**config.mk**
```make
export PLATFORM = sky130hd
export DESIGN_NAME = bus_interface_unit
export DESIGN_NICKNAME = d
export VERILOG_FILES = /design/src/rtl/bus_interface_unit.sv
export SDC_FILE = /design/constraint.sdc
export NUM_CORES = 1
export LEC_CHECK = 0
export ABC_AREA = 1
export CAP_MARGIN = 20
export CORE_MARGIN = 4
export CORE_UTILIZATION = 25
export DETAILED_ROUTE_END_ITERATION = 8
export PLACE_DENSITY = 0.51
export SLEW_MARGIN = 10
export SYNTH_ARGS = -nofsm -noshare
export SYNTH_HDL_FRONTEND = slang
export SYNTH_SLANG_ARGS = --single-unit
```
**constraint.sdc**
```tcl
create_clock -name CLK -period 2 [get_ports CLK]
set_input_delay 0.3 -clock CLK [delete_from_list [all_inputs] [get_ports CLK]]
set_output_delay 0.3 -clock CLK [all_outputs]
set_load 0.05 [all_outputs]
```
**src/rtl/bus_interface_unit.sv**
```systemverilog
// Bus master bridging single-word core requests onto a 16-bit asynchronous bus.
// Long transfers run as two word cycles, high word first; misaligned requests complete with an error and no bus activity.
module bus_interface_unit #(
    parameter int TIMEOUT_CYCLES = 255,
    parameter int ADDR_W         = 24
) (
    input  logic              CLK,
    input  logic              RESET,
    input  logic              req,
    input  logic              req_rw,
    input  logic [1:0]        req_size,
    input  logic [ADDR_W-1:0] req_addr,
    input  logic [31:0]       req_wdata,
    output logic              ack,
    output logic              err,
    output logic [31:0]       rdata,
    output logic              busy,
    output logic [ADDR_W-1:1] A,
    output logic [15:0]       D_out,
    output logic              AS,
    output logic              UDS,
    output logic              LDS,
    output logic              RW,
    output logic              D_oe,
    input  logic [15:0]       D_in,
    input  logic              DTACK,
    input  logic              BERR
);

    localparam logic [2:0] S_IDLE   = 3'd0;
    localparam logic [2:0] S_ADDR   = 3'd1;
    localparam logic [2:0] S_STROBE = 3'd2;
    localparam logic [2:0] S_WAIT   = 3'd3;
    localparam logic [2:0] S_END    = 3'd4;

    localparam int CNT_W = (TIMEOUT_CYCLES > 2) ? $clog2(TIMEOUT_CYCLES) : 1;

    logic [2:0]        state_q, state_d;
    logic [ADDR_W-1:0] addr_q, addr_d;
    logic [15:0]       dout_q, dout_d;
    logic [15:0]       wlo_q, wlo_d;
    logic [31:0]       rdata_q, rdata_d;
    logic [CNT_W-1:0]  cnt_q, cnt_d;
    logic              rw_q, rw_d;
    logic              byte_q, byte_d;
    logic              long_q, long_d;
    logic              half_q, half_d;
    logic              err_q, err_d;
    logic              misal_q, misal_d;
    logic              req_misal;

    // Word and long transfers must start on an even byte address.
    assign req_misal = (req_size != 2'b00) && req_addr[0];

    always_comb begin
        state_d = state_q;
        addr_d  = addr_q;
        dout_d  = dout_q;
        wlo_d   = wlo_q;
        rdata_d = rdata_q;
        cnt_d   = cnt_q;
        rw_d    = rw_q;
        byte_d  = byte_q;
        long_d  = long_q;
        half_d  = half_q;
        err_d   = err_q;
        misal_d = misal_q;
        case (state_q)
            S_IDLE: begin
                if (req) begin
                    rw_d    = req_rw;
                    byte_d  = (req_size == 2'b00);
                    long_d  = (req_size == 2'b10);
                    addr_d  = req_addr;
                    wlo_d   = req_wdata[15:0];
                    half_d  = 1'b0;
                    misal_d = req_misal;
                    err_d   = req_misal;
                    if (req_size == 2'b00)
                        dout_d = {req_wdata[7:0], req_wdata[7:0]};
                    else if (req_size == 2'b10)
                        dout_d = req_wdata[31:16];
                    else
                        dout_d = req_wdata[15:0];
                    state_d = req_misal ? S_END : S_ADDR;
                end
            end
            S_ADDR: state_d = S_STROBE;
            S_STROBE: begin
                cnt_d   = '0;
                state_d = S_WAIT;
            end
            S_WAIT: begin
                if (BERR) begin
                    err_d   = 1'b1;
                    state_d = S_END;
                end else if (DTACK) begin
                    if (rw_q) begin
                        if (byte_q)
                            rdata_d = {24'h0, addr_q[0] ? D_in[7:0] : D_in[15:8]};
                        else if (!long_q)
                            rdata_d = {16'h0, D_in};
                        else if (!half_q)
                            rdata_d = {D_in, 16'h0};
                        else
                            rdata_d = {rdata_q[31:16], D_in};
                    end
                    state_d = S_END;
                end else if (cnt_q == CNT_W'(TIMEOUT_CYCLES - 1)) begin
                    err_d   = 1'b1;
                    state_d = S_END;
                end else begin
                    cnt_d = cnt_q + 1'b1;
                end
            end
            S_END: begin
                if (long_q && !half_q && !err_q) begin
                    addr_d  = addr_q + ADDR_W'(2);
                    dout_d  = wlo_q;
                    half_d  = 1'b1;
                    state_d = S_ADDR;
                end else begin
                    state_d = S_IDLE;
                end
            end
            default: state_d = S_IDLE;
        endcase
    end

    always_ff @(posedge CLK) begin
        if (RESET) begin
            state_q <= S_IDLE;
            addr_q  <= '0;
            dout_q  <= '0;
            wlo_q   <= '0;
            rdata_q <= '0;
            cnt_q   <= '0;
            rw_q    <= 1'b1;
            byte_q  <= 1'b0;
            long_q  <= 1'b0;
            half_q  <= 1'b0;
            err_q   <= 1'b0;
            misal_q <= 1'b0;
        end else begin
            state_q <= state_d;
            addr_q  <= addr_d;
            dout_q  <= dout_d;
            wlo_q   <= wlo_d;
            rdata_q <= rdata_d;
            cnt_q   <= cnt_d;
            rw_q    <= rw_d;
            byte_q  <= byte_d;
            long_q  <= long_d;
            half_q  <= half_d;
            err_q   <= err_d;
            misal_q <= misal_d;
        end
    end

    logic strobe;
    assign strobe = (state_q == S_STROBE) || (state_q == S_WAIT);

    assign busy  = (state_q != S_IDLE);
    assign AS    = strobe;
    assign UDS   = strobe && (!byte_q || !addr_q[0]);
    assign LDS   = strobe && (!byte_q || addr_q[0]);
    assign RW    = (state_q == S_IDLE) ? 1'b1 : rw_q;
    assign D_oe  = !rw_q && (strobe || ((state_q == S_END) && !misal_q));
    assign A     = addr_q[ADDR_W-1:1];
    assign D_out = dout_q;
    assign rdata = rdata_q;
    // END after an error-free first half of a long is an internal hop, not a completion.
    assign ack   = (state_q == S_END) && !(long_q && !half_q && !err_q);
    assign err   = ack && err_q;

endmodule

```
Word-level counts from Yosys, hierarchy flattened

Cells that the tools add are included.

Bits in registers: 105
Input port bits: 80
Output and inout bits: 79
Word-level logic and storage cells: 97

Add/sub/neg operators: 2
Eq/ne operators: 15
Mux-type cells: 32
Bitwise operators: 1
Reductions and logical operators: 34

Operators by type and width:

| operator                                      | count |
|---|---|
| 2-to-1 mux 32 bit                             | 3 |
| 2-to-1 mux 16 bit                             | 4 |
| 2-to-1 mux 24 bit                             | 2 |
| one-hot mux 24 bit (2 select lines)           | 1 |
| 2-to-1 mux 8 bit                              | 4 |
| one-hot mux 16 bit (2 select lines)           | 1 |
| adder 24 x 2 -> 24 bit, second input constant | 1 |
| one-hot mux 8 bit (2 select lines)            | 1 |
| 2-to-1 mux 3 bit                              | 5 |
| one-hot mux 3 bit (5 select lines)            | 1 |
| AND reduction 4 bit                           | 3 |
| != test 2 bit, second input constant          | 5 |
| logical AND 1 bit                             | 9 |
| != test 3 bit, second input constant          | 3 |
| adder 8 x 1 -> 8 bit, second input constant   | 1 |
| == test 8 bit, second input constant          | 1 |
| 2-to-1 mux 1 bit                              | 8 |
| nonzero test 2 bit                            | 4 |
| logical NOT 1 bit                             | 7 |
| == test 3 x 2 -> 1 bit, second input constant | 2 |
| AND reduction 5 bit                           | 1 |
| logical OR 1 bit                              | 4 |
| != test 4 bit, second input constant          | 1 |
| one-hot mux 1 bit (2 select lines)            | 2 |
| other kinds (9)                               | 10 |

Logic depth before layout (Yosys ltp)

Gate-level depths: netlist of run 1.

Word-level depth: 6
Gate-level depth with buffers: 10
Gate-level depth less buffers: 10

Worst setup path after synthesis of run 1

OpenSTA, ideal clock, no wires.

Kind: register -> output
Start point: register state_q[0]
End point: output D_oe
Arrival time: 1830 ps
Required time: 1700 ps
Slack: -130 ps
Stages on the path, launching flop included: 7
Path buffers: 1
Cells stage by stage: dfxtp_1 nor2_2 inv_2 nor2_4 buf_1 nand2_1 a21oi_1

Word-level cells in the longest chain between the ends: 4
Elaborated cells between the ends (all ways): 7
Those cells by class: 3 x eq/ne; 4 x reduce/logical

RTL lines:

| what                                                    | RTL line | source |
|---|---|---|
| from (decl)                                             | 38       | `logic [2:0] state_q, state_d;` |
| from (signal assigned)                                  | 145      | `state_q <= state_d;` |
| == test 3 x 2 -> 1 bit or == test 3 bit (tied branches) | 161, 168 |  |
| logical OR 1 bit or logical AND 1 bit (tied branches)   | 161, 168 |  |
| logical OR 1 bit (*)                                    | 168      | `assign D_oe = !rw_q && (strobe \|\| ((state_q == S_END) && !misal_q));` |
| logical AND 1 bit (*)                                   | 168      |  |
| to (decl)                                               | 24       | `output logic D_oe,` |

Mark *: on every way between the ends. The rest lies on a longest branch, timed or not.

Final worst setup path of run 1

Start point: register addr_q[5]
End point: output A[5] in the netlist's numbering

RTL lines:

| what                   | RTL line | source |
|---|---|---|
| from (decl)            | 39       | `logic [ADDR_W-1:0] addr_q, addr_d;` |
| from (signal assigned) | 146      | `addr_q <= addr_d;` |
| to (decl)              | 18       | `output logic [ADDR_W-1:1] A,` |

No word-level cell between the ends.

==> metrics.txt, run 1 <==
area leader, netlist=dfxtp_1; ys flop type=dfxtp_1; Storage cell area=0.00210 mm²; R2R depth=8; required time worst endpoint=1.70 ns; RR Endpoint=cnt_q[0]; largest net degree at the start of global routing=56; post-route cell area=0.00771 mm²; leakage=2.99 nW; GRT Resource Usage Total=14.9%; # rows=54; layout net count=1031; Post-Syn Area per Cell=6.83 µm²; postcts setup bufs=0; multi-input logic area=0.00284 mm²; Starting Density=25.5%; die width=157 µm; startpoint types=flip-flop; Die Height=157 µm; Post-Layout Cell Count=1234; first-pass GRT wire length=29.6 mm; crit-path max cell delay=0.85 ns; crit path time final=1.95 ns; r2r setup slk=0.32 ns; yosys synthesis warning count=0; Worst VDD drop=415 µV; Placed Area=0.00739 mm²; clk buf depth=2; Max Cap Violations=0; setup TNS=0 ns; number of flops mapped to enable cells by yosys=0; cts bufs inserted=9; # hold bufs at CTS=0; Hold Crit Class=input pin to flip-flop; post-synthesis cell area=0.00556 mm²; # fillers=2365; vias in the first global route=5472; Total Wirelength=18.7 mm; Max H-tree Level=3; Ports=159; Synth cell types=37; crit end category=output pin; critical path's top delay family=buffers and inverters; R2R Path Start=state_q[2]; DP HPWL=13.5 mm; register area share after synthesis=37.8%; DRC violations left=0; routed wire length per instance=15.1 µm; CP Data Arrival Time=1.65 ns; Worst-Margin Slew=0.583 ns; register bit total from synthesis=105; share of cells above drive strength 1=9.55%; syn_nets=897; RSZ-0062 raised after global routing=false; final hold viol count=0; P per Cell Area=932 mW/mm²; Crit-path slowest cell=clkdlybuf4s50_1; Overflow after GRT=0; FFs w/ async S/R, synth=0%; Worst-Skew Late Latency=0.36 ns; Core Box Area=0.0218 mm²; most common cell after layout, fill and taps aside=nand2_1; critical path peak fanout=6; clk sinks=105; initial antenna violation count=0; FMAX=0.512 GHz; 1st-pass router iterations=4; count of buffer and inverter cells on the critical path=1; Setup Crit Path Kind=flip-flop to output pin; most frequent cells in the layout=157 x nand2_1, 140 x clkdlybuf4s50_1, 107 x a21oi_1; die area=0.0247 mm²; clock skew=0.0127 ns; Final Setup Violations=0; PortBufs=158; crit path cell chain=clkdlybuf4s50_1; hold path depth=4; CTS tree=built; Slew Limit Headroom=61.1%; period utilisation layout=97.7%; Clock Root Buffer=clkbuf_16; RePlAce Congestion=0.797; Area growth syn-to-layout=38.6%; final hold slack=0.420 ns; hold path endpoint=addr_q[11]; Final ANT Viol Nets=0; status=finished, final reports clean; Via-to-Cell Ratio=4.68; 1st-iter DRT viols=358; Placed Cells=1217; hold path start=RESET; DR vias=5779; Final Max Slew Viols=0; Worst-path clk slew=0.08 ns; cells after synthesis=814; top-area cell type share of the netlist area=37.8%; synth top area cells=dfxtp_1 38%, nand2_1 11%, a21oi_1 9.7%
==> final cells by class <==
| class | instances | area share [%] |
|---|---|---|
| antenna | 1 | 0.0325 |
| sequential | 105 | 27.3 |
| timing repair buffer | 189 | 24.5 |
| tap | 280 | 4.55 |
| clock inverter | 6 | 0.942 |
| clock buffer | 10 | 3.10 |
| multi-input combinational | 588 | 36.9 |
| inverter | 55 | 2.71 |
==> per-stage QoR <==
stage	setup WS [ns]	power, mW	utilization (%)
6_report	0.0468	7.18	35.3
5_1_grt	0.00173	7.58	35.3
4_1_cts	0.00123	7.27	35.3
3_5_place_dp	0.163	5.36	33.8
3_3_place_gp	0.203	5.35	33.8
2_1_floorplan	0.0565	4.45	-
==> power by group <==
group,switching (mW),total [mW],internal (mW)
clock network,0.875,1.90,1.02
registers,0.233,2.61,2.37
logic,1.74,2.68,0.931
==> registers in the layout, summed over array words and instances, names as in the netlist, 3 cells and up <==
signal   cells
D_out       16
addr_q      24
state_q      3
rdata       32
wlo_q       16
cnt_q        8
==> routing by layer <==
| layer | track usage, % | vias to the layer above | wire length, µm |
|---|---|---|---|
| met4 | 4.83 | 0 | 306 |
| met5 | 0 | - | 0 |
| met2 | 24.6 | 144 | 8810 |
| met3 | 2.39 | 16 | 823 |
| li1 | - | 2965 | - |
| met1 | 20.1 | 2654 | 8750 |
==> how the worst max path moves through the flow <==
stage                    start       end  slack [ns]  cells after the start
floorplan           state_q[0]       ack        0.06                      6
global placement          BERR  cnt_q[0]        0.20                      7
detailed placement       DTACK  cnt_q[0]        0.16                      7
CTS                 addr_q[12]     A[12]       0.001                      1
global route         addr_q[5]      A[5]       0.002                      1
finish               addr_q[5]      A[5]        0.05                      1
==> repair_timing <==
item | 4_1_cts | 5_1_grt
endpoints found under the hold margin | 0 | 0
gates resized for setup | 3 | 4
setup endpoints to repair | 3 | 4
pin swaps | 0 | 0
==> synthesized netlist by cell type (all sizes together) (2+ instances only) <==
library cell,n
o22ai,8
ha,3
a211oi,4
nor2,102
a31oi,3
nand4,15
inv,54
or2,3
nand2,162
clkbuf,18
a21oi,108
nand3,59
nand3b,7
buf,48
nor3,11
xor2,5
o211ai,2
o21ai,93
dfxtp,105
==> cells by family (layout without fill, tap and decap cells) <==
family	Yosys count	count (layout)	synth area share [%]
other cells	0	1	0
simple gates	359	359	28.8
xor+xnor	5	5	0.787
buf+inv	121	260	11.2
flops	105	105	37.8
fa+ha+maj	3	3	0.675
compound gates	221	221	20.7
No activity file was read; power rests on OpenSTA's default activity.
==> inputs of run 2 (changes only) <==
MAX_ROUTING_LAYER = met4   (was default)
SLEW_MARGIN = default   (was 10)
==> metrics.txt, run 2 (same netlist as run 1, synthesis figures left out) <==
status=finished, final reports clean; Worst VDD drop=417 µV (+0.46%); GRT Resource Usage Total=15.4% (+0.46 points); CP Data Arrival Time=1.66 ns (about the same); met1 Use GR=20.4% (+0.27 points); Overflow after GRT=0 (unchanged); max FFs per register=32 (unchanged); Area growth syn-to-layout=38.6% (unchanged); CTS tree=built; Via-to-Cell Ratio=4.68 (about the same); Core Box Area=0.0218 mm² (unchanged); clk buf depth=2 (unchanged); Max H-tree Level=3 (unchanged); clk sinks=105 (unchanged); share of cells above drive strength 1=9.55% (unchanged); Pint=4.33 mW (about the same); setup TNS=0 ns (unchanged); vias in the first global route=5465 (-0.13%); post-route cell area=0.00771 mm² (unchanged); Final Max Slew Viols=0 (unchanged); routed wire length per instance=15.2 µm (+0.18%); initial antenna violation count=0 (unchanged); clock power share=26.5% (about the same); most utilized layer in the global route result=met2; Post-Layout Cell Count=1234 (unchanged); crit-path max cell delay=0.85 ns (about the same); layout net count=1031 (unchanged); Pwr Total=7.19 mW (about the same); Logic pwr share=37.3% (about the same); R2R Path Start=state_q[2]; Hold Crit Class=input pin to flip-flop; FMAX=0.510 GHz (-0.45%); cts bufs inserted=9 (unchanged); R2R depth=8 (unchanged); most common cell after layout, fill and taps aside=nand2_1; RSZ-0062 raised after global routing=false; Starting Density=25.5% (unchanged); Slew Limit Headroom=60.9% (-0.21 points); die width=157 µm (unchanged); Setup Crit Path Kind=flip-flop to output pin; period utilisation layout=98.1% (+0.44 points); final hold viol count=0 (unchanged); DRC violations left=0 (unchanged); number of cells on the critical path=1 (unchanged); clock skew=0.0133 ns (+0.000577 ns); sw frac=39.8% (+0.049 points); met3 Use GR=2.06% (-0.33 points); Clock Root Buffer=clkbuf_16; Worst-Margin Slew=0.586 ns (+0.00315 ns); startpoint types=flip-flop; Critical Path End=A[5]; Worst-Skew Late Latency=0.36 ns (about the same); critical path peak fanout=6 (unchanged); Max Cap Violations=0 (unchanged); Worst-path clk slew=0.08 ns (about the same); PortBufs=158 (unchanged); count of buffer and inverter cells on the critical path=1 (unchanged); Total Wirelength=18.7 mm (+0.18%); Final Setup Violations=0 (unchanged); final setup margin=0.0380 ns (-0.00877 ns); switching power=2.86 mW (+0.21%); critical path's top delay family=buffers and inverters; pre-CTS WS=0.163 ns (unchanged); 1st-pass router iterations=5 (+1); final hold slack=0.420 ns (+0.0000530 ns); Sequential Power Share=36.3% (about the same); leakage=2.99 nW (unchanged); r2r setup slk=0.31 ns (about the same); hold path depth=4 (unchanged); largest net degree at the start of global routing=56 (unchanged); Ports=159 (unchanged); # hold bufs at CTS=0 (unchanged); Die Height=157 µm (unchanged); required time worst endpoint=1.70 ns (about the same); crit path cell chain=clkdlybuf4s50_1; Placed Cells=1217 (unchanged); met2 global-route usage=24.5% (-0.041 points); RR Endpoint=cnt_q[0]; utilization after layout=35.3% (unchanged); 1st-iter DRT viols=336 (-6.1%); Final ANT Viol Nets=0 (unchanged); RePlAce Congestion=0.808 (+1.4%); crit end category=output pin; most frequent cells in the layout=157 x nand2_1, 140 x clkdlybuf4s50_1, 107 x a21oi_1; die area=0.0247 mm² (unchanged); crit path time final=1.96 ns (+0.00877 ns); P per Cell Area=932 mW/mm² (about the same); DP HPWL=13.5 mm (unchanged); Crit-path slowest cell=clkdlybuf4s50_1; DR vias=5774 (-0.087%); Placed Area=0.00739 mm² (unchanged); # rows=54 (unchanged); first-pass GRT wire length=29.6 mm (about the same); crit path launch=addr_q[5]
run 2: cell counts in the layout (fill, tap and decap cells not counted):
No cell type changed its count.
run 2: cell type report:
type,count,area (µm²)
Sequential cell,105,2100
Tap cell,280,350
Timing Repair Buffer,189,1890
Multi-Input combinational cell,588,2840
Inverter,55,209
Antenna cell,1,2.50
Fill cell,2365,14100
Clock inverter,6,72.6
Clock buffer,10,239
run 2: repair_timing:
action                     4_1_cts  5_1_grt
resized for setup                3        4
setup buffers                    0        0
cloned                           0        0
setup endpoints to repair        3        4
pin swaps                        0        0
run 2: power groups by stage:
stage               Combinational, mW  Sequential [mW]  Clock, mW
detailed placement               2.70             2.65          0
global placement                 2.69             2.66          0
global route                     2.90             2.65       2.03
CTS                              2.71             2.61       1.95
floorplan                        1.57             2.88          0
finish                           2.68             2.61       1.90
run 2: layer usage:
| metal | part of all wire (%) | up-vias | routed length [µm] |
|---|---|---|---|
| met5 | 0 | - | 0 |
| met4 | 1.6 | 0 | 293 |
| met3 | 3.6 | 18 | 680 |
| met2 | 47 | 135 | 8860 |
| met1 | 48 | 2652 | 8890 |
| li1 | - | 2969 | - |
run 2: worst reg2reg max path, delay by kind of cell (launching register included):
kind / cells / cell delay, ns
AOI/OAI and AO/OA: 1 / 0.17
buffers and inverters: 2 / 0.31
DFF: 1 / 0.37
and+or+nand+nor: 5 / 0.74
run 2: worst min path at each step:
stage | to | slack, ns | start
floorplan | rw_q | 0.43 | req_rw
global placement | addr_q[0] | 0.46 | addr_q[0]
detailed placement | misal_q | 0.46 | misal_q
CTS | addr_q[11] | 0.41 | RESET
global route | addr_q[11] | 0.44 | RESET
finish | addr_q[11] | 0.42 | RESET
